[config.mk]
export PLATFORM = sky130hd
export DESIGN_NAME = riscv_pma_cfg
export DESIGN_NICKNAME = d
export VERILOG_FILES = /design/src/rtl/riscv_pma_cfg.sv
export SDC_FILE = /design/constraint.sdc
export NUM_CORES = 1
export LEC_CHECK = 0
export BUFFER_PORTS_ARGS = -buffer_cell sky130_fd_sc_hd__buf_2
export CAP_MARGIN = 0
export CORE_MARGIN = 8
export CORE_UTILIZATION = 30
export DETAILED_ROUTE_END_ITERATION = 8
export PLACE_DENSITY_LB_ADDON = 0.25
export SLEW_MARGIN = 20
export SYNTH_ARGS = -nofsm -noshare
export SYNTH_HDL_FRONTEND = slang
export SYNTH_SLANG_ARGS = --single-unit
[constraint.sdc]
create_clock -name clk_i -period 38.4 [get_ports clk_i]
set_clock_uncertainty 0.2 [all_clocks]
set_input_delay 1.92 -clock clk_i [delete_from_list [all_inputs] [get_ports clk_i]]
set_output_delay 1.92 -clock clk_i [all_outputs]
set_load 0.005 [all_outputs]
[src/rtl/riscv_pma_cfg.sv]
// riscv_pma_cfg
// Writer side of the PMA checker configuration. Software writes a shadow
// copy of the region table over a simple request/ack register port. A
// commit copies the whole shadow set into the active set in one edge, and
// only after the memory pipeline reports idle. The checker therefore never
// sees a partially updated table. Per-entry lock bits are set by a commit
// and are cleared only by reset.
//
// Ports
//   clk_i, rst_i      clock, asynchronous active-high reset
//   req_i, we_i       access request (held until ack_o), 1 = write
//   idx_i, wdata_i    register index and write data
//   ack_o, err_o      one-cycle completion, access rejected flag
//   rdata_o           read data, valid with ack_o
//   idle_i            memory pipeline has no outstanding access
//   quiesce_o         asks the core to stop issuing memory accesses
//   update_o          one-cycle pulse when the active set changes
//   pma_cfg_o         active cfg per entry
//   pma_adr_o         active address per entry
//   lock_o            active lock bit per entry
module riscv_pma_cfg #(
    parameter int              XLEN     = 64,
    parameter int              PMA_CNT  = 4,
    parameter logic [13:0]     BOOT_CFG = 14'h0,
    parameter logic [XLEN-1:0] BOOT_ADR = {XLEN{1'b0}}
) (
    input  logic                           clk_i,
    input  logic                           rst_i,
    input  logic                           req_i,
    input  logic                           we_i,
    input  logic [7:0]                     idx_i,
    input  logic [XLEN-1:0]                wdata_i,
    output logic                           ack_o,
    output logic                           err_o,
    output logic [XLEN-1:0]                rdata_o,
    input  logic                           idle_i,
    output logic                           quiesce_o,
    output logic                           update_o,
    output logic [PMA_CNT-1:0][13:0]       pma_cfg_o,
    output logic [PMA_CNT-1:0][XLEN-1:0]   pma_adr_o,
    output logic [PMA_CNT-1:0]             lock_o
);

    localparam int         IW       = (PMA_CNT > 1) ? $clog2(PMA_CNT) : 1;
    localparam logic [7:0] CNT_IDX  = 8'(PMA_CNT);
    localparam logic [7:0] CTRL_IDX = 8'(2 * PMA_CNT);

    typedef enum logic [1:0] {
        ST_IDLE    = 2'd0,
        ST_PENDING = 2'd1,
        ST_DONE    = 2'd2
    } state_t;

    state_t                         state_r;
    logic                           ack_r;
    logic                           err_r;
    logic [XLEN-1:0]                rdata_r;
    logic                           quiesce_r;
    logic                           update_r;
    logic [PMA_CNT-1:0][13:0]       cfg_sh_r;
    logic [PMA_CNT-1:0][XLEN-1:0]   adr_sh_r;
    logic [PMA_CNT-1:0]             lock_sh_r;
    logic [PMA_CNT-1:0][13:0]       cfg_act_r;
    logic [PMA_CNT-1:0][XLEN-1:0]   adr_act_r;
    logic [PMA_CNT-1:0]             lock_act_r;

    logic                           sel_cfg_s;
    logic                           sel_adr_s;
    logic                           sel_ctrl_s;
    logic                           sel_bad_s;
    logic [IW-1:0]                  ent_s;
    logic [PMA_CNT-1:0]             tor_lock_s;
    logic                           err_s;
    logic                           acc_s;
    logic [XLEN-1:0]                rd_s;
    logic                           unused_s;

    // Write data bits that no register implements.
    assign unused_s = ^{wdata_i[XLEN-1:16], wdata_i[14]};

    // Address decode: which register class and which entry idx_i selects.
    always_comb begin
        sel_cfg_s  = 1'b0;
        sel_adr_s  = 1'b0;
        sel_ctrl_s = 1'b0;
        sel_bad_s  = 1'b0;
        ent_s      = {IW{1'b0}};
        if (idx_i < CNT_IDX) begin
            sel_cfg_s = 1'b1;
            ent_s     = IW'(idx_i);
        end else if (idx_i < CTRL_IDX) begin
            sel_adr_s = 1'b1;
            ent_s     = IW'(idx_i - CNT_IDX);
        end else if (idx_i == CTRL_IDX) begin
            sel_ctrl_s = 1'b1;
        end else begin
            sel_bad_s = 1'b1;
        end
    end

    // A locked TOR entry also freezes the address of the entry below it,
    // since that address is the base of the locked range.
    always_comb begin
        tor_lock_s = {PMA_CNT{1'b0}};
        for (int i = 0; i < PMA_CNT - 1; i++) begin
            tor_lock_s[i] = lock_act_r[i+1] && (cfg_act_r[i+1][1:0] == 2'b01);
        end
    end

    // Reject decision against the active locks, and the stall rule:
    // writes are only accepted in IDLE, reads are accepted in any state.
    always_comb begin
        err_s = sel_bad_s;
        if (we_i && sel_cfg_s) begin
            err_s = lock_act_r[ent_s];
        end else if (we_i && sel_adr_s) begin
            err_s = lock_act_r[ent_s] || tor_lock_s[ent_s];
        end else begin
            err_s = sel_bad_s;
        end
        acc_s = req_i && !ack_r && (!we_i || (state_r == ST_IDLE));
    end

    // Read mux over the shadow set.
    always_comb begin
        rd_s = {XLEN{1'b0}};
        if (sel_cfg_s) begin
            rd_s = XLEN'({lock_sh_r[ent_s], 1'b0, cfg_sh_r[ent_s]});
        end else if (sel_adr_s) begin
            rd_s = adr_sh_r[ent_s];
        end else if (sel_ctrl_s) begin
            rd_s = XLEN'(state_r == ST_PENDING);
        end else begin
            rd_s = {XLEN{1'b0}};
        end
    end

    // Register port, shadow writes and the commit state machine.
    always_ff @(posedge clk_i or posedge rst_i) begin
        if (rst_i) begin
            state_r      <= ST_IDLE;
            ack_r        <= 1'b0;
            err_r        <= 1'b0;
            rdata_r      <= {XLEN{1'b0}};
            quiesce_r    <= 1'b0;
            update_r     <= 1'b0;
            cfg_sh_r     <= '0;
            cfg_sh_r[0]  <= BOOT_CFG;
            adr_sh_r     <= '0;
            adr_sh_r[0]  <= BOOT_ADR;
            lock_sh_r    <= {PMA_CNT{1'b0}};
            cfg_act_r    <= '0;
            cfg_act_r[0] <= BOOT_CFG;
            adr_act_r    <= '0;
            adr_act_r[0] <= BOOT_ADR;
            lock_act_r   <= {PMA_CNT{1'b0}};
        end else begin
            ack_r    <= acc_s;
            err_r    <= acc_s && err_s;
            rdata_r  <= (acc_s && !we_i && !err_s) ? rd_s : {XLEN{1'b0}};
            update_r <= 1'b0;

            if (acc_s && we_i && !err_s) begin
                if (sel_cfg_s) begin
                    cfg_sh_r[ent_s]  <= wdata_i[13:0];
                    lock_sh_r[ent_s] <= wdata_i[15];
                end else if (sel_adr_s) begin
                    adr_sh_r[ent_s] <= wdata_i;
                end else begin
                    // CTRL writes only affect the state machine below.
                end
            end

            case (state_r)
                ST_IDLE: begin
                    if (acc_s && we_i && sel_ctrl_s && wdata_i[0]) begin
                        state_r   <= ST_PENDING;
                        quiesce_r <= 1'b1;
                    end
                end
                ST_PENDING: begin
                    if (idle_i) begin
                        cfg_act_r  <= cfg_sh_r;
                        adr_act_r  <= adr_sh_r;
                        // Locks are sticky: a commit can set them, never clear them.
                        lock_act_r <= lock_act_r | lock_sh_r;
                        update_r   <= 1'b1;
                        state_r    <= ST_DONE;
                    end
                end
                ST_DONE: begin
                    state_r   <= ST_IDLE;
                    quiesce_r <= 1'b0;
                end
                default: begin
                    state_r   <= ST_IDLE;
                    quiesce_r <= 1'b0;
                end
            endcase
        end
    end

    assign ack_o     = ack_r;
    assign err_o     = err_r;
    assign rdata_o   = rdata_r;
    assign quiesce_o = quiesce_r;
    assign update_o  = update_r;
    assign pma_cfg_o = cfg_act_r;
    assign pma_adr_o = adr_act_r;
    assign lock_o    = lock_act_r;

endmodule

======== Word-level counts from Yosys, hierarchy flattened ========
Index checks and enable logic that the tools add are counted.
Widths: inputs -> output; s select.
word-level totals
  bits of input ports ..................... 77
  word-level logic and storage cells ...... 108
  register bits ........................... 702
cells by class
  $lt $le $gt $ge ......................... 4
  add/subtract/negate cells ............... 1
  eq/ne operators ......................... 7
  reduce and logical (&&, ||, !) cells .... 26
  bitwise gates (word level) .............. 3
  mux-type cells .......................... 43
operators with widths
  operator            count
  $mux 64             5
  $bwmux 256          1
  $bmux 64 s2         1
  $demux 64 s2        1
  $bwmux 56           1
  $bmux 14 s2         1
  $demux 14 s2        1
  $mux 14             2
  $mux 1              19
  $logic_and 1x1->1   15
  $eq 2x1->1 const B  4
  $eq 8x4->1 const B  1
  $lt 8x3->1 const B  1
  $lt 8x4->1 const B  1
  $mux 2              4
  $reduce_and 2->1    4
  $bmux 1 s2          3
  $bwmux 4            1
  $or 4x4->4          1
  $pmux 2 s2          1
  $logic_not 1->1     3
  $lt 2x3->1 const B  1
  $reduce_and 3->1    1
  $demux 1 s2         1
  8 further kinds     10

======== Depth between registers and ports, before layout ========
Gate-level depths: netlist (run 1).
  depth after elaboration ................. 11
  mapped depth ............................ 8
  depth with buffers taken out ............ 5

======== Least setup slack after synthesis (run 1) ========
No wires, ideal clock.
  path kind ............................... input to register
  from .................................... in idx_i[1]
  to ...................................... reg adr_sh_r[100] (netlist bit)
  setup time .............................. 0.125 ns
  path slack .............................. 34.171 ns
  stages on the path ...................... 6
  data arrival time ....................... 3.904 ns
  buffers on the path ..................... 2
  data required time ...................... 38.075 ns
  cells stage by stage .................... buf_2 -> mux2i_2 -> o2111ai_4 -> nor4_4 -> buf_6 -> mux2_2
on the way
  word-level cells in the longest chain between the ends .. 11
  elaborated cells on any way between the ends .. 31
  those cells by class .................... add/sub: 1; order compare: 4; eq/ne: 1; mux: 17; bitwise: 1; reduce/logical: 7
ends and longest elaborated chain
  item                                              line      source
  start: declaration                                31        input logic [7:0] idx_i,
  $lt 8x4->1 / $sub 2x1->2 (equally long branches)  91, 93
  $mux 2                                            91        end else if (idx_i < CTRL_IDX) begin
  $mux 2                                            88        if (idx_i < CNT_IDX) begin
  $bmux 1 s2 (on tied branches)                     115, 117
  $mux 1 (on tied branches)                         115, 117
  $logic_or 1x1->1                                  117       err_s = lock_act_r[ent_s] || tor_lock_s[ent_s];
  $mux 1                                            116       end else if (we_i && sel_adr_s) begin
  $mux 1                                            114       if (we_i && sel_cfg_s) begin
  $logic_not 1->1                                   163       if (acc_s && we_i && !err_s) begin
  $logic_and 1x1->1                                 163
  $reduce_and 3->1 (no line)                        n/a
  end signal: indexed assignment                    168       adr_sh_r[ent_s] <= wdata_i;
  end: declaration                                  61        logic [PMA_CNT-1:0][XLEN-1:0] adr_sh_r;
Several ways; a longest one is shown, not always the timed one. The select of a mux whose other input is x is not followed.
A chain may end at the register's enable or synchronous reset.

==> flow_summary_export.csv, run 1 <==
group,metric,value,unit
run_status,outcome,"finished, final reports clean",
synth,synth-main-ff-cell,"dfrtp_1",
hold_path,worstHoldPathType,"register to register",
power_and_ir_drop,p_seq_share,46.2,%
drt,wl,93.1,mm
clock_tree,cts.clk_slew.worst_paths,60,ps
synth,netlist-cell-type-count,46,
floorplanning,ios,461,
worst_setup_path,cp_max_fo,120,
clock_tree,ctsResizeCount,0,
timing,hold_violations,0,
clock_tree,cts_tree,"yes",
floorplanning,initial_utilization,30.3,%
power_and_ir_drop,vdd_ir_drop_max,0.0298,mV
place,gp_congestion,0.763,
power_and_ir_drop,p_sw_share,23.0,%
clock_tree,root_buffer,"clkbuf_16",
power_and_ir_drop,power_switching,0.000375,W
finish,final.fill_count,9390,
worst_setup_path,crit_family,"buffers and inverters",
grt,grt_pass1_wl,139,mm
synth,synth-edff-count,0,
power_and_ir_drop,p_per_area,47.0,nW/µm²
synth,synth-seq-area-share,62.2,%
place,io_buffers,460,
clock_tree,cts_buffer_depth,3,
drt,ant_nets,0,
timing,slew_headroom,26.9,%
run,drv_cap,0,
drt,drt_iter0_drc,1255,
synth,ys_ff_latch,702,
worst_setup_path,crit_buf_inv,6,
power_and_ir_drop,combPwrFrac,3.1,%
finish,seqCellArea,17600,µm²
worst_setup_path,crit_arrival,5990,ps
grt,grt_usage,17.5,%
clock_tree,postCtsHoldBufs,0,
clock_tree,cts_sinks,702,
synth,syn-num-nets,2525,
drt,wl_per_cell,22.1,µm
clock_tree,cts_buffers,83,
finish,fin_nets,2959,
grt,grt_pass1_vias,20600,
worst_setup_path,cpMostUsedCell,"buf_4",
finish,final_cell_area,34700,µm²
place,placed_cells,4050,
clock_tree,clock_latency,660,ps
worst_setup_path,max_stage_delay,840,ps
timing,rsz0062_at_grt,"false",
synth,synth.avg_cell_area,11.5,µm²
grt,top_usage_layer,"met2",
grt,grt_overflow,0,
place,hpwl,59.8,mm
floorplanning,die_area,104000,µm²
grt,antenna_found_initial,10,
drt,route.detailed.drc,0,
drt,vias,19800,
power_and_ir_drop,power.internal,0.00125,W
timing,min_period,5550,ps
synth,synthCells,2448,
grt,grtUsageMet3,4.53,%
worst_setup_path,critPathRequiredTime,38840,ps
floorplanning,die_y,323,µm
finish,postLayoutCoreUtil,37.1,%
timing,worst_pin_slew,1100,ps
timing,finalSetupViolations,0,
finish,stdcell_count,4206,
grt,use_met1,24.0,%
finish,syn_to_final_growth,22.7,%
floorplanning,core_area,93300,µm²
worst_setup_path,crit_type,"primary input to asynchronous set/reset pin",
timing,fin_crit_sh,14.5,%
drt,drtPass1Iterations,6,
synth,netlist_area,28200,µm²
timing,fin_tns_setup,0,ps
worst_setup_path,endpoint_kind,"asynchronous set/reset pin",
place,dpl_cell_area,31700,µm²
grt,grt_max_degree,198,
clock_tree,htreeDepth,3,
synth,yosysWarningCount,0,
worst_setup_path,worstPathCellList,"buf_2 > inv_8 > buf_4 > buf_4 > buf_4 > buf_4",
synth,async_flop_share,100,%
synth,synth_top_cell_by_area,"dfrtp_1",
power_and_ir_drop,p_clk_share,50.7,%
floorplanning,num_rows,112,
worst_setup_path,startpoint_type,"primary input",
synth,synth.top_cell.area_share,62.2,%
finish,multi_input_area,9970,µm²
floorplanning,fp.dieW,323,µm
worst_setup_path,startpoint,"rst_i",
timing,max_freq,180,MHz
synth,yosysMostFrequentCell,"nand2_1",
finish,drive_gt1_share,32.4,%
synth,yosys-top-cells-area,"dfrtp_1 (62%), nand2_1 (13%), mux2_2 (11%)",
drt,viasPerCell,4.70,
worst_setup_path,worst_path_max_delay_cell,"buf_4",
timing,slew_violations,0,
synth,synth_commonest_cells,"nand2_1 (958), dfrtp_1 (702), mux2_2 (284)",
clock_tree,cts_setup_buffers,0,
hold_path,worstHoldStart,"pma_adr_o[226]",
grt,met2_usage,27.6,%
power_and_ir_drop,leakage,19.1,nW
worst_setup_path,reg2reg_from,"state_r[1]",
==> cell usage in the layout (no fill, tap or decap), types with 4 or more instances in the layout <==
cell type and instances:
a21o_1 4, nor4_4 7, clkinvlp_4 8, a22oi_1 49, o22ai_1 9, buf_2 458, clkinv_2 13, o221ai_1 9
clkbuf_1 10, clkbuf_8 18, o21ai_0 6, dfrtp_1 702, nand3_1 5, mux2_1 80, clkbuf_16 83, a21oi_1 5
mux4_2 19, bufinv_16 8, inv_1 17, buf_4 32, mux2_2 284, a22o_1 48, nand2_1 958, nor2_1 51
mux2i_1 13
==> power by group through the flow <==
stage	clock network (W)	logic, W	registers, W
final	0.000825	0.0000507	0.000752
after global routing	0.000876	0.0000568	0.000753
after CTS	0.000849	0.0000525	0.000752
after detailed placement	0	0.0000523	0.000765
after global placement	0	0.0000522	0.000765
after floorplan	0	0.0000294	0.000765
==> registers in the layout, indices dropped and copies added, names as in the netlist <==
signal and cells:
adr_sh_r 256, pma_adr_o 256, rdata_o 64, quiesce_o 1, lock_sh_r 4, lock_o 4, update_o 1, err_o 1
pma_cfg_o 56, cfg_sh_r 56, ack_o 1, state_r 2
==> per-stage QoR <==
stage / hold slack, ps / total power, W / setup WS (ps)
after floorplan: 248 / 0.000794 / 16590
after global placement: 255 / 0.000818 / 31950
after detailed placement: 257 / 0.000818 / 31950
after CTS: 260 / 0.00165 / 32650
after global routing: 290 / 0.00169 / 32190
final: 265 / 0.00163 / 32850
==> per-layer routing <==
layer  vias up  share of wire, %
li1       9009                 -
met2       447                46
met5         -             0.046
met1     10200                45
met4         8               1.8
met3       116               6.5
==> area by class of cell <==
cell class	instances	area share (%)
multi-input combinational	1584	28.8
antenna	3	0.0217
inverter	19	0.249
tap	1254	4.53
sequential	702	50.7
timing repair buffer	492	7.40
clock inverter	41	1.52
clock buffer	111	6.82
==> kinds of logic (layout without fill, tap and decap cells) <==
group                  count (synthesis)  in the layout  share of synthesized area (%)
AND/OR/NAND/NOR                     1045           1045                           14.6
flip-flops                           702            702                           62.2
multiplexers                         397            397                           16.5
buffers and inverters                162            663                           2.69
AO/OA/AOI/OAI                        142            142                           3.96
other                                  0              3                              0
==> path summary, 6_finish.rpt <==
check | endpoint | slack (ps) | depth (start not counted)
setup / recovery | pma_adr_o[61] | 32850 | 6
hold / removal | pma_adr_o[226] | 260 | 2
setup reg to reg | pma_adr_o[105] | 35070 | 6
hold reg to reg | pma_adr_o[226] | 260 | 2
max in group clk_i | rdata_o[63] | 33510 | 6
min in group asynchronous | pma_adr_o[217] | 1190 | 2
==> worst register-to-register path, stage by stage (launching register included) <==
cell	delay, ps
dfrtp_1	410
nand2b_1	190
or2_4	440
inv_8	670
buf_4	870
nand2_1	380
nand2_1	110
Note: power is estimated with default switching activity, not from simulation.
==> inputs of run 2 (changes only) <==
clock period = 5.3 ns   (was 38.4 ns; I/O delays follow)
==> run 2 against run 1 <==
Against the previous run:
- wire length is 0.54% lower
- setup slack got worse by 31000 ps
- sequential power grew to 7.2 times the previous value
- sequential share of layout area is 0.99 points lower
- first-iteration DRC count grew 14%
- critical path type is now register to register
==> flow_summary_export.csv, run 2 (same netlist as run 1, synthesis figures left out) <==
group,metric,value,unit
power_and_ir_drop,vdd_ir_drop_max,0.239,mV
floorplanning,core_area,93300,µm²
clock_tree,cts_buffers,81,
clock_tree,clock_latency,630,ps
worst_setup_path,critPathRequiredTime,5650,ps
drt,drtPass1Iterations,5,
grt,grtUsageMet3,4.00,%
floorplanning,num_rows,112,
drt,route.detailed.drc,0,
finish,drive_gt1_share,31.3,%
worst_setup_path,startpoint_type,"register",
timing,finalSetupViolations,0,
clock_tree,cts_tree,"yes",
worst_setup_path,max_stage_delay,720,ps
clock_tree,htreeDepth,3,
grt,antenna_found_initial,6,
power_and_ir_drop,p_sw_share,22.7,%
floorplanning,die_y,323,µm
finish,fin_nets,3032,
power_and_ir_drop,power_switching,0.00264,W
timing,min_period,3080,ps
floorplanning,fp.dieW,323,µm
drt,wl_per_cell,21.7,µm
finish,mostFrequentLayoutCells,"nand2_1 (958), dfrtp_1 (702), buf_2 (458)",
drt,drt_iter0_drc,1435,
place,place_ws,1720,ps
timing,slew_headroom,29.1,%
worst_setup_path,crit_family,"buffers and inverters",
grt,grt_pass1_wl,139,mm
power_and_ir_drop,combPwrFrac,3.6,%
clock_tree,root_buffer,"clkbuf_16",
grt,top_usage_layer,"met2",
timing,slew_violations,0,
floorplanning,die_area,104000,µm²
grt,use_met1,24.3,%
clock_tree,cts_buffer_depth,3,
power_and_ir_drop,power.internal,0.00896,W
clock_tree,cts_setup_buffers,0,
timing,fin_crit_sh,58.1,%
finish,syn_to_final_growth,25.1,%
power_and_ir_drop,p_seq_share,47.0,%
grt,met2_usage,27.2,%
grt,grt_pass1_vias,21000,
clock_tree,cts.clk_slew.worst_paths,60,ps
worst_setup_path,endpoint_kind,"register",
worst_setup_path,crit_buf_inv,2,
drt,viasPerCell,4.67,
grt,grt_overflow,0,
worst_setup_path,worst_path_max_delay_cell,"buf_4",
grt,grt_usage,17.4,%
floorplanning,ios,461,
drt,vias,20000,
run_status,outcome,"finished, final reports clean",
finish,final.fill_count,9368,
timing,rsz0062_at_grt,"false",
worst_setup_path,crit_type,"register to register",
floorplanning,initial_utilization,30.3,%
power_and_ir_drop,p_per_area,328,nW/µm²
grt,grt_max_degree,150,
timing,max_freq,325,MHz
clock_tree,cts_sinks,702,
timing,worst_pin_slew,1060,ps
worst_setup_path,cp_max_fo,65,
place,gp_congestion,0.770,
drt,ant_nets,0,
drt,wl,92.6,mm
run,drv_cap,0,
timing,hold_ws,121,ps
worst_setup_path,crit_arrival,3430,ps
place,hpwl,60.7,mm
hold_path,worstHoldPathType,"primary input to register",
power_and_ir_drop,p_clk_share,49.4,%
place,io_buffers,460,
timing,setup_ws,2220,ps
finish,final_common_cell,"nand2_1",
timing,hold_violations,0,
power_and_ir_drop,leakage,19.4,nW
worst_setup_path,worstPathCellList,"nand2b_1 > or2_4 > buf_4 > buf_4 > nand2_1 > nand2_1",
[run 2: final timing paths]
check,from,slack (ps),to,cells after the start
setup reg to reg,state_r[1],2220,pma_adr_o[226],6
hold / removal,idx_i[0],120,rdata_o[63],2
min in group asynchronous,rst_i,160,adr_sh_r[219],3
hold reg to reg,pma_adr_o[218],260,pma_adr_o[218],2
setup / recovery,state_r[1],2220,pma_adr_o[226],6
max in group asynchronous,rst_i,3310,pma_adr_o[74],4
[run 2: worst reg2reg max path, delay by kind of cell, from the launching register on]
family,cells,cell delay (ps)
buf+inv,2,1490
flops,1,390
simple gates,4,920
[run 2: routing by layer]
| layer | wire (µm) | part of all wire, % |
|---|---|---|
| met4 | 1980 | 2.1 |
| met2 | 42700 | 46 |
| met1 | 42700 | 46 |
| met5 | 25 | 0.027 |
| met3 | 5220 | 5.6 |
[run 2: layout make-up]
| cell class | count | area, µm² | share of cell area (%) |
|---|---|---|---|
| Clock buffer | 119 | 2400 | 6.80 |
| Multi-Input combinational cell | 1584 | 9970 | 28.2 |
| Timing Repair Buffer | 567 | 3420 | 9.69 |
| Antenna cell | 4 | 10.0 | 0.0283 |
| Inverter | 19 | 82.6 | 0.234 |
| Sequential cell | 702 | 17600 | 49.7 |
| Tap cell | 1254 | 1570 | 4.44 |
| Clock inverter | 28 | 325 | 0.920 |
[run 2: stage by stage]
stage	TNS, ps	util [%]	instances	total power [W]	cell area [µm²]
final	0	37.9	4277	0.0116	35300
after global routing	0	37.9	4274	0.0120	35300
after CTS	0	37.8	4272	0.0118	35300
after detailed placement	0	34.1	4052	0.00593	31900
after global placement	0	34.1	4051	0.00593	31900
after floorplan	-3352020	-	2448	0.00576	28200
[run 2: timing repair]
action,CTS,global route
hold buffers,73,0
resized for setup,0,0
hold endpoints to repair,345,0
[run 2: power groups by stage]
stage / Sequential (W) / Combinational, W / Clock [W]
floorplan: 0.00554 / 0.000214 / 0
global placement: 0.00555 / 0.000385 / 0
detailed placement: 0.00555 / 0.000385 / 0
CTS: 0.00545 / 0.000435 / 0.00589
global route: 0.00545 / 0.000467 / 0.00610
finish: 0.00545 / 0.000422 / 0.00572
